==> config.mk <==
export PLATFORM = sky130hd
export DESIGN_NAME = ika87ad_opfetch_flat
export DESIGN_NICKNAME = d
export VERILOG_FILES = /design/src/rtl/ika87ad_opfetch_if.sv /design/src/rtl/ika87ad_opfetch.sv /design/src/flat_wrapper.sv
export SDC_FILE = /design/constraint.sdc
export NUM_CORES = 1
export LEC_CHECK = 0
export CORE_ASPECT_RATIO = 0.5
export CORE_UTILIZATION = 36
export CTS_CLUSTER_SIZE = 24
export DETAILED_ROUTE_END_ITERATION = 8
export DONT_BUFFER_PORTS = 1
export PLACE_DENSITY_LB_ADDON = 0.2
export SYNTH_ARGS = -nofsm -noshare
export SYNTH_HDL_FRONTEND = slang
export SYNTH_SLANG_ARGS = --single-unit
==> constraint.sdc <==
create_clock -name i_EMUCLK -period 2.6 [get_ports i_EMUCLK]
set_input_delay 0.26 -clock i_EMUCLK [delete_from_list [all_inputs] [get_ports i_EMUCLK]]
set_output_delay 0.26 -clock i_EMUCLK [all_outputs]
set_load 0.005 [all_outputs]
==> src/rtl/ika87ad_opfetch_if.sv <==
// Opcode fetch bus: byte fetch handshake on one side,
// held opcode and sequencer control on the other.
interface ika87ad_opfetch_if;
  logic       i_FETCH_VLD;
  logic [7:0] i_FETCH_DATA;
  logic       o_FETCH_RDY;
  logic       o_PC_INC;
  logic       i_OP_ACK;
  logic       i_SKIP;
  logic       i_IRQ;
  logic       i_FLUSH;
  logic [7:0] o_OPCODE;
  logic [2:0] o_OPCODE_PAGE;
  logic       o_OP_VLD;
  logic       o_OP_SKIP;
  logic       o_OP_IRQ;

  modport master (
    input  i_FETCH_VLD, i_FETCH_DATA,
    output o_FETCH_RDY, o_PC_INC,
    input  i_OP_ACK, i_SKIP, i_IRQ, i_FLUSH,
    output o_OPCODE, o_OPCODE_PAGE,
    output o_OP_VLD, o_OP_SKIP, o_OP_IRQ
  );

  modport slave (
    output i_FETCH_VLD, i_FETCH_DATA,
    input  o_FETCH_RDY, o_PC_INC,
    output i_OP_ACK, i_SKIP, i_IRQ, i_FLUSH,
    input  o_OPCODE, o_OPCODE_PAGE,
    input  o_OP_VLD, o_OP_SKIP, o_OP_IRQ
  );
endinterface

==> src/rtl/ika87ad_opfetch.sv <==
// Opcode fetch: folds prefix bytes into a page number,
// holds one opcode for the sequencer, injects HARDI on IRQ.
module ika87ad_opfetch (
  input  logic i_EMUCLK,
  input  logic i_RST,
  ika87ad_opfetch_if.master bus
);

  typedef enum logic [1:0] {
    S_OP1  = 2'd0,
    S_OP2  = 2'd1,
    S_HOLD = 2'd2
  } state_t;

  localparam logic [7:0] HARDI = 8'h73;

  state_t     r_state;
  logic [2:0] r_page;
  logic       r_skip_pend;
  logic [7:0] r_opcode;
  logic [2:0] r_opcode_page;
  logic       r_op_skip;
  logic       r_op_irq;
  logic       r_pc_inc;

  logic       w_irq_inj;
  logic       w_rdy;
  logic       w_acc;
  logic [2:0] w_pfx;

  always_comb begin
    w_pfx = 3'd0;
    unique case (bus.i_FETCH_DATA)
      8'h48:   w_pfx = 3'd1;
      8'h60:   w_pfx = 3'd2;
      8'h64:   w_pfx = 3'd3;
      8'h70:   w_pfx = 3'd4;
      8'h74:   w_pfx = 3'd5;
      default: w_pfx = 3'd0;
    endcase
  end

  // IRQ is only taken between instructions, never for a skipped one
  assign w_irq_inj = (r_state == S_OP1) & bus.i_IRQ
                   & ~r_skip_pend;
  assign w_rdy = (r_state != S_HOLD) & ~bus.i_FLUSH
               & ~w_irq_inj;
  assign w_acc = w_rdy & bus.i_FETCH_VLD;

  always_ff @(posedge i_EMUCLK or posedge i_RST) begin
    if (i_RST) begin
      r_state       <= S_OP1;
      r_page        <= 3'd0;
      r_skip_pend   <= 1'b0;
      r_opcode      <= 8'h00;
      r_opcode_page <= 3'd0;
      r_op_skip     <= 1'b0;
      r_op_irq      <= 1'b0;
      r_pc_inc      <= 1'b0;
    end else begin
      r_pc_inc <= w_acc;
      if (bus.i_FLUSH) begin
        r_state     <= S_OP1;
        r_page      <= 3'd0;
        r_skip_pend <= 1'b0;
        r_op_skip   <= 1'b0;
        r_op_irq    <= 1'b0;
      end else begin
        unique case (r_state)
          S_OP1: begin
            if (w_irq_inj) begin
              r_opcode      <= HARDI;
              r_opcode_page <= 3'd0;
              r_op_skip     <= 1'b0;
              r_op_irq      <= 1'b1;
              r_state       <= S_HOLD;
            end else if (w_acc) begin
              if (w_pfx != 3'd0) begin
                r_page  <= w_pfx;
                r_state <= S_OP2;
              end else begin
                r_opcode      <= bus.i_FETCH_DATA;
                r_opcode_page <= 3'd0;
                r_op_skip     <= r_skip_pend;
                r_skip_pend   <= 1'b0;
                r_op_irq      <= 1'b0;
                r_state       <= S_HOLD;
              end
            end
          end
          S_OP2: begin
            if (w_acc) begin
              r_opcode      <= bus.i_FETCH_DATA;
              r_opcode_page <= r_page;
              r_page        <= 3'd0;
              r_op_skip     <= r_skip_pend;
              r_skip_pend   <= 1'b0;
              r_op_irq      <= 1'b0;
              r_state       <= S_HOLD;
            end
          end
          S_HOLD: begin
            if (bus.i_OP_ACK) begin
              r_state   <= S_OP1;
              r_op_skip <= 1'b0;
              r_op_irq  <= 1'b0;
              if (bus.i_SKIP) r_skip_pend <= 1'b1;
            end
          end
          default: r_state <= S_OP1;
        endcase
      end
    end
  end

  assign bus.o_FETCH_RDY   = w_rdy;
  assign bus.o_PC_INC      = r_pc_inc;
  assign bus.o_OPCODE      = r_opcode;
  assign bus.o_OPCODE_PAGE = r_opcode_page;
  assign bus.o_OP_VLD      = (r_state == S_HOLD);
  assign bus.o_OP_SKIP     = r_op_skip;
  assign bus.o_OP_IRQ      = r_op_irq;

endmodule
==> src/flat_wrapper.sv <==
// flat-port wrapper written by rule: the top's interface ports become plain ports
module ika87ad_opfetch_flat 
  (i_EMUCLK, i_RST, bus_i_FETCH_VLD, bus_i_FETCH_DATA, bus_o_FETCH_RDY, bus_o_PC_INC, bus_i_OP_ACK, bus_i_SKIP, bus_i_IRQ, bus_i_FLUSH, bus_o_OPCODE, bus_o_OPCODE_PAGE, bus_o_OP_VLD, bus_o_OP_SKIP, bus_o_OP_IRQ);
  ika87ad_opfetch_if bus_i ();
  input  logic i_EMUCLK;
  input  logic i_RST;
  input wire logic [$bits(bus_i.i_FETCH_VLD)-1:0] bus_i_FETCH_VLD;
  input wire logic [$bits(bus_i.i_FETCH_DATA)-1:0] bus_i_FETCH_DATA;
  output wire logic [$bits(bus_i.o_FETCH_RDY)-1:0] bus_o_FETCH_RDY;
  output wire logic [$bits(bus_i.o_PC_INC)-1:0] bus_o_PC_INC;
  input wire logic [$bits(bus_i.i_OP_ACK)-1:0] bus_i_OP_ACK;
  input wire logic [$bits(bus_i.i_SKIP)-1:0] bus_i_SKIP;
  input wire logic [$bits(bus_i.i_IRQ)-1:0] bus_i_IRQ;
  input wire logic [$bits(bus_i.i_FLUSH)-1:0] bus_i_FLUSH;
  output wire logic [$bits(bus_i.o_OPCODE)-1:0] bus_o_OPCODE;
  output wire logic [$bits(bus_i.o_OPCODE_PAGE)-1:0] bus_o_OPCODE_PAGE;
  output wire logic [$bits(bus_i.o_OP_VLD)-1:0] bus_o_OP_VLD;
  output wire logic [$bits(bus_i.o_OP_SKIP)-1:0] bus_o_OP_SKIP;
  output wire logic [$bits(bus_i.o_OP_IRQ)-1:0] bus_o_OP_IRQ;
  assign bus_i.i_FETCH_VLD = bus_i_FETCH_VLD;
  assign bus_i.i_FETCH_DATA = bus_i_FETCH_DATA;
  assign bus_o_FETCH_RDY = bus_i.o_FETCH_RDY;
  assign bus_o_PC_INC = bus_i.o_PC_INC;
  assign bus_i.i_OP_ACK = bus_i_OP_ACK;
  assign bus_i.i_SKIP = bus_i_SKIP;
  assign bus_i.i_IRQ = bus_i_IRQ;
  assign bus_i.i_FLUSH = bus_i_FLUSH;
  assign bus_o_OPCODE = bus_i.o_OPCODE;
  assign bus_o_OPCODE_PAGE = bus_i.o_OPCODE_PAGE;
  assign bus_o_OP_VLD = bus_i.o_OP_VLD;
  assign bus_o_OP_SKIP = bus_i.o_OP_SKIP;
  assign bus_o_OP_IRQ = bus_i.o_OP_IRQ;
  ika87ad_opfetch u_core (.i_EMUCLK(i_EMUCLK), .i_RST(i_RST), .bus(bus_i));
endmodule
==> qor.txt, run 1 <==
clock sink count: 20
CTS buffer count: 3
post-cts hold buffer count: 0
Setup crit end kind: flip-flop
DR WL met2: 1.03 mm
total track usage: 14.6%
NetSw: 0.228 mW
DRT antenna net count: 0
vias post-DR: 799
post-synthesis cell type count: 33
type of the worst setup path: reg -> reg
class of the worst hold path: in -> async
Slew Viols, Final: 0
register area share after synthesis: 43.1%
RSZ-0062 raised after global routing: false
worst path cell trace: inv_1 > ha_1 > nor2_1 > nor4_4 > buf_4 > mux2_2
Layout area overhead: 9.69%
Critical Path Fanout Max: 12
CTS Buffer Depth: 2
logic gate share of total power: 19.0%
layout cells sized above 1: 17.9%
Die W: 82.4 µm
vias per inst: 5.26
area fraction of the dominant cell type after synthesis: 43.1%
drt total wl: 2.28 mm
static leakage: 0.541 nW
Root Buffer: clkbuf_8
clock power share: 36.2%
crit-path max cell delay: 0.41 ns
post-CTS resize count: 0
min Tclk post-route: 2.04 ns
Worst-Margin Slew: 0.747 ns
slowest stage cell, crit path: ha_1
nets: 131
FF+latch count, synth: 20
critical path data arrival time: 2.20 ns
first-pass GRT wire length: 3.75 mm
worst-skew pair later-pin latency: 0.26 ns
Post-Route M1 WL: 1.06 mm
WP data required: 2.75 ns
global route total overflow: 0
hpwl dp: 1.75 mm
DRC: 0
Core Rows: 14
Routability Congestion: 0.787
Final Skew: 0.00117 ns
post-synth top area cell: dfrtp_1
Mapped Cells: 110
post-detailed-route wirelength per cell: 15.0 µm
DIE AREA: 3470 µm²
Die Span Y: 42.2 µm
DR WL met3: 152 µm
Setup Fix Bufs, Post-CTS: 0
vias in the first global route: 784
reg2reg path depth: 6
initial antenna violation count: 0
most frequent cells in the layout: 20 x dfrtp_1, 13 x inv_1, 11 x nand2_1
highest clock rate: 489 MHz
Switching Share: 26.3%
Antenna Cells: 0
DR iter-0 viols: 27
Pre-Repair DR Iteration Count: 4
CTS tree: built
Placeable Area: 3030 µm²
max cap viols: 0
synthesized area: 1160 µm²
most common cell after layout, fill and taps aside: dfrtp_1
Startpoint Class: flip-flop
internal power: 0.640 mW
Seq pwr share: 44.7%
syn_nets: 128
CTS clk-pin slew, worst paths: 0.08 ns
H-tree depth: 1
status: complete, no violations
# IOs: 31
total power: 0.868 mW
Post-Syn Area per Cell: 10.6 µm²
port bufs: 0
top cells by area, synth: dfrtp_1 43%, mux2i_1 6.0%, mux2_4 5.2%, inv_1 4.2%, nor4b_4 4.1%
Initial Util: 38.4%
power density cells: 681 nW/µm²
Slew headroom: 50.1%
VDD IR max: 0.000277 V
uppermost layer routed: met4
final setup vio count: 0
pin count of the biggest net entering global routing: 21
final period utilization: 78.6%
synth warn: 0
post-layout util: 42.1%
Final TNS setup: 0 ns
Final Hold Viols: 0
fill cell count: 295
==> final cells by class <==
type | instances | area, µm² | area share, %
Clock buffer | 3 | 41.3 | 3.24
Clock inverter | 1 | 30.0 | 2.36
Inverter | 13 | 48.8 | 3.83
Multi-Input combinational cell | 73 | 589 | 46.2
Sequential cell | 20 | 500 | 39.3
Tap cell | 40 | 50.0 | 3.93
Timing Repair Buffer | 2 | 15.0 | 1.18
==> critical path, delay by kind of cell, from the launching register on <==
kind          cells  cell delay [ns]
mux               1             0.35
simple gates      2             0.42
buf+inv           2             0.36
fa+ha+maj         1             0.41
flops             1             0.38
==> synth_stat cells (all sizes together) <==
cell	number
a211oi	2
a21oi	6
buf	2
clkbuf	2
dfrtp	20
ha	3
inv	13
mux2	5
mux2i	7
nand2	11
nand2b	7
nand3	3
nand4	2
nand4b	2
nor2	4
nor2b	3
nor3	2
nor4	1
nor4b	2
o211a	1
o211ai	1
o21ai	5
o31ai	3
o32ai	1
or3	2
==> cells by family after synthesis <==
logic type	share of synthesized area, %
adders and majority gates	3.23
and+or+nand+nor	23.7
muxes	12.2
buffers and inverters	6.24
DFF	43.1
AOI/OAI and AO/OA	11.6
==> stage by stage <==
stage / setup slack (ns) / std cells / area, µm² / hold WS, ns
after floorplan: 0.658 / 110 / 1160 / 0.224
after global placement: 0.590 / 148 / 1200 / 0.328
after detailed placement: 0.548 / 148 / 1200 / 0.330
after CTS: 0.537 / 152 / 1270 / 0.0463
after global routing: 0.418 / 152 / 1270 / 0.0402
final: 0.556 / 152 / 1270 / 0.00924
==> power groups by stage <==
stage	logic (mW)	clock network (mW)	registers (mW)
6_report	0.165	0.315	0.388
5_1_grt	0.185	0.335	0.395
4_1_cts	0.167	0.322	0.389
3_5_place_dp	0.166	0	0.395
3_3_place_gp	0.164	0	0.394
2_1_floorplan	0.143	0	0.386
==> flip-flops by register name (all words and copies together), names as in the netlist <==
| name | cells |
|---|---|
| u_core.bus.o_PC_INC | 1 |
| u_core.r_skip_pend | 1 |
| u_core.bus.o_OP_SKIP | 1 |
| u_core.bus.o_OP_IRQ | 1 |
| u_core.r_page | 3 |
| u_core.bus.o_OPCODE_PAGE | 3 |
| u_core.r_state | 2 |
| u_core.bus.o_OPCODE | 8 |
==> final timing paths <==
check / start / end / slack (ns)
max: u_core.r_state[1] / u_core.bus.o_OPCODE[5] / 0.56
min: i_RST / u_core.bus.o_OPCODE_PAGE[1] / 0.009
max reg2reg: u_core.r_state[1] / u_core.bus.o_OPCODE[5] / 0.56
min reg2reg: u_core.r_page[0] / u_core.r_page[0] / 0.51
max in group asynchronous: i_RST / u_core.bus.o_OP_IRQ / 2.12
min in group i_EMUCLK: bus_i_FLUSH / u_core.r_skip_pend / 0.05
==> metal layers <==
metal / GRT usage, % / up-vias
met5: 0 / -
met1: 18.5 / 391
li1: - / 381
met4: 4.21 / 0
met2: 22.5 / 23
met3: 6.52 / 4
(Power assumes the default switching activity.)
==> inputs of run 2 (changes only) <==
==> constraint.sdc (replaced) <==
create_clock -name i_EMUCLK -period 1.9 [get_ports i_EMUCLK]
set_input_delay 0.19 -clock i_EMUCLK [delete_from_list [all_inputs] [get_ports i_EMUCLK]]
set_output_delay 0.19 -clock i_EMUCLK [all_outputs]
set_load 0.005 [all_outputs]
==> qor.txt, run 2 (same netlist as run 1, synthesis figures left out) <==
first-pass GRT wire length: 4.06 mm
Root Buffer: clkbuf_8
CTS buffer count: 3
Setup crit end kind: flip-flop
layout cells sized above 1: 32.8%
reg2reg start: u_core.r_state[0]
global route total overflow: 0
critical path data arrival time: 2.01 ns
reg2reg end: u_core.bus.o_OPCODE[5]
slowest stage cell, crit path: dfrtp_1
max cap viols: 0
status: complete, no violations
# IOs: 31
worst setup margin: 0.0401 ns
CP Launch Point: u_core.r_state[0]
Die W: 82.4 µm
DR iter-0 viols: 33
RSZ-0062 raised after global routing: true
type of the worst setup path: reg -> reg
Routability Congestion: 0.844
design area: 1500 µm²
Slew headroom: 46.7%
Reg2Reg Setup Slack: 0.04 ns
initial antenna violation count: 0
Core Rows: 14
Slew Viols, Final: 0
CTS clk-pin slew, worst paths: 0.08 ns
CTS tree: built
static leakage: 0.655 nW
WP data required: 2.05 ns
total track usage: 15.9%
Largest register FFs: 8
Startpoint Class: flip-flop
Layout area overhead: 29.1%
hold path startpoint: bus_i_FLUSH
Worst Hold End: u_core.bus.o_OP_IRQ
most frequent cells in the layout: 20 x dfrtp_1, 15 x buf_4, 11 x nand2_1, 11 x inv_1, 7 x mux2i_1
vias per inst: 5.10
fill cell count: 295
register area: 500 µm²
crit-path max cell delay: 0.37 ns
Final Hold Viols: 0
DIE AREA: 3470 µm²
nets: 150
CTS Buffer Depth: 2
min Tclk post-route: 1.86 ns
vias post-DR: 872
worst-skew pair later-pin latency: 0.27 ns
Place WS: -0.00767 ns
class of the worst hold path: in -> reg
hpwl dp: 1.80 mm
Placeable Area: 3030 µm²
Final Skew: 0.00795 ns
pin count of the biggest net entering global routing: 21
Die Span Y: 42.2 µm
Initial Util: 38.4%
final setup vio count: 0
drt total wl: 2.67 mm
DRT antenna net count: 0
Pre-Repair DR Iteration Count: 4
cell area after placement: 1270 µm²
Critical Path Fanout Max: 5
DRC: 0
port bufs: 0
final period utilization: 97.9%
Multi-input gate area: 631 µm²
worst path cell trace: inv_2 > ha_4 > nand2b_4 > a211oi_4 > nor2_2 > nor4_4 > buf_4 > buf_12 > mux2_4
WHS Path Cells: 1
Final TNS setup: 0 ns
vias in the first global route: 866
clock sink count: 20
post-detailed-route wirelength per cell: 15.6 µm
Antenna Cells: 0
H-tree depth: 1
highest clock rate: 538 MHz
Worst-Margin Slew: 0.798 ns
reg2reg path depth: 9
power density cells: 857 nW/µm²
VDD IR max: 0.000352 V
most common cell after layout, fill and taps aside: dfrtp_1
## run 2: changes by cell type in the layout (fill, tap and decap cells not counted), sizes merged
cell / delta
buf: +15
clkbuf: +1
dlygate4sd3: +3
## run 2: metrics by stage
stage                     instances  utilization (%)  power [mW]  hold WS [ns]
after detailed placement        155             41.9       0.794         0.256
after global routing            171             49.5        1.35        0.0390
final                           171             49.5        1.29        0.0387
after global placement          155             41.9       0.788         0.258
after floorplan                 110                -       0.723         0.154
after CTS                       164             46.0        1.25       0.00140
## run 2: worst max path at each step
stage | depth (start not counted) | end | slack [ns]
floorplan | 8 | u_core.bus.o_OPCODE[0] | 0.009
global placement | 8 | u_core.bus.o_OP_SKIP | 0.03
detailed placement | 8 | u_core.bus.o_OPCODE[5] | -0.008
CTS | 8 | u_core.bus.o_OPCODE[5] | 0.03
global route | 9 | u_core.bus.o_OPCODE[5] | -0.01
finish | 9 | u_core.bus.o_OPCODE[5] | 0.04
## run 2: critical path: cells and delay by family, from the launching register on
kind | cells | cell delay (ns)
AOI/OAI and AO/OA | 1 | 0.20
and+or+nand+nor | 3 | 0.34
adders and majority gates | 1 | 0.16
buffers and inverters | 3 | 0.37
DFF | 1 | 0.37
muxes | 1 | 0.29
## run 2: where the power goes
group / leakage (nW) / total, mW / switching, mW / internal [mW]
clock network: 0.0357 / 0.441 / 0.160 / 0.282
registers: 0.257 / 0.532 / 0.0465 / 0.485
logic: 0.362 / 0.313 / 0.139 / 0.174
total: 0.655 / 1.29 / 0.345 / 0.941
## run 2: repair_timing
| action | CTS | global route |
|---|---|---|
| gates cloned | 0 | 1 |
| endpoints found under the hold margin | 22 | 1 |
| setup endpoints to repair | 2 | 9 |
| hold buffers | 2 | 1 |
| setup buffers | 3 | 5 |
| gates resized for setup | 3 | 8 |
## run 2: area by class of cell
class | instances | area share, %
clock buffers | 3 | 2.75
flip-flops and latches | 20 | 33.4
well taps | 40 | 3.34
inverters | 13 | 3.25
multi-input cells | 73 | 42.0
clock inverters | 1 | 2.00
repair buffers | 21 | 13.3
## run 2: per-layer routing
metal	routed length [µm]	vias up	track usage, %
li1	-	420	-
met4	13	0	5.26
met2	1190	21	23.1
met1	1290	428	21.3
met3	171	3	6.52
met5	0	-	0
==> inputs of run 3 (changes only) <==
--- a/config.mk
+++ b/config.mk
@@ -11,6 +11,7 @@
 export DETAILED_ROUTE_END_ITERATION = 8
 export DONT_BUFFER_PORTS = 1
 export PLACE_DENSITY_LB_ADDON = 0.2
+export SLEW_MARGIN = 15
 export SYNTH_ARGS = -nofsm -noshare
 export SYNTH_HDL_FRONTEND = slang
 export SYNTH_SLANG_ARGS = --single-unit
==> results of run 3 <==
The final DEF is identical to that of run 2; final timing and power are the same.
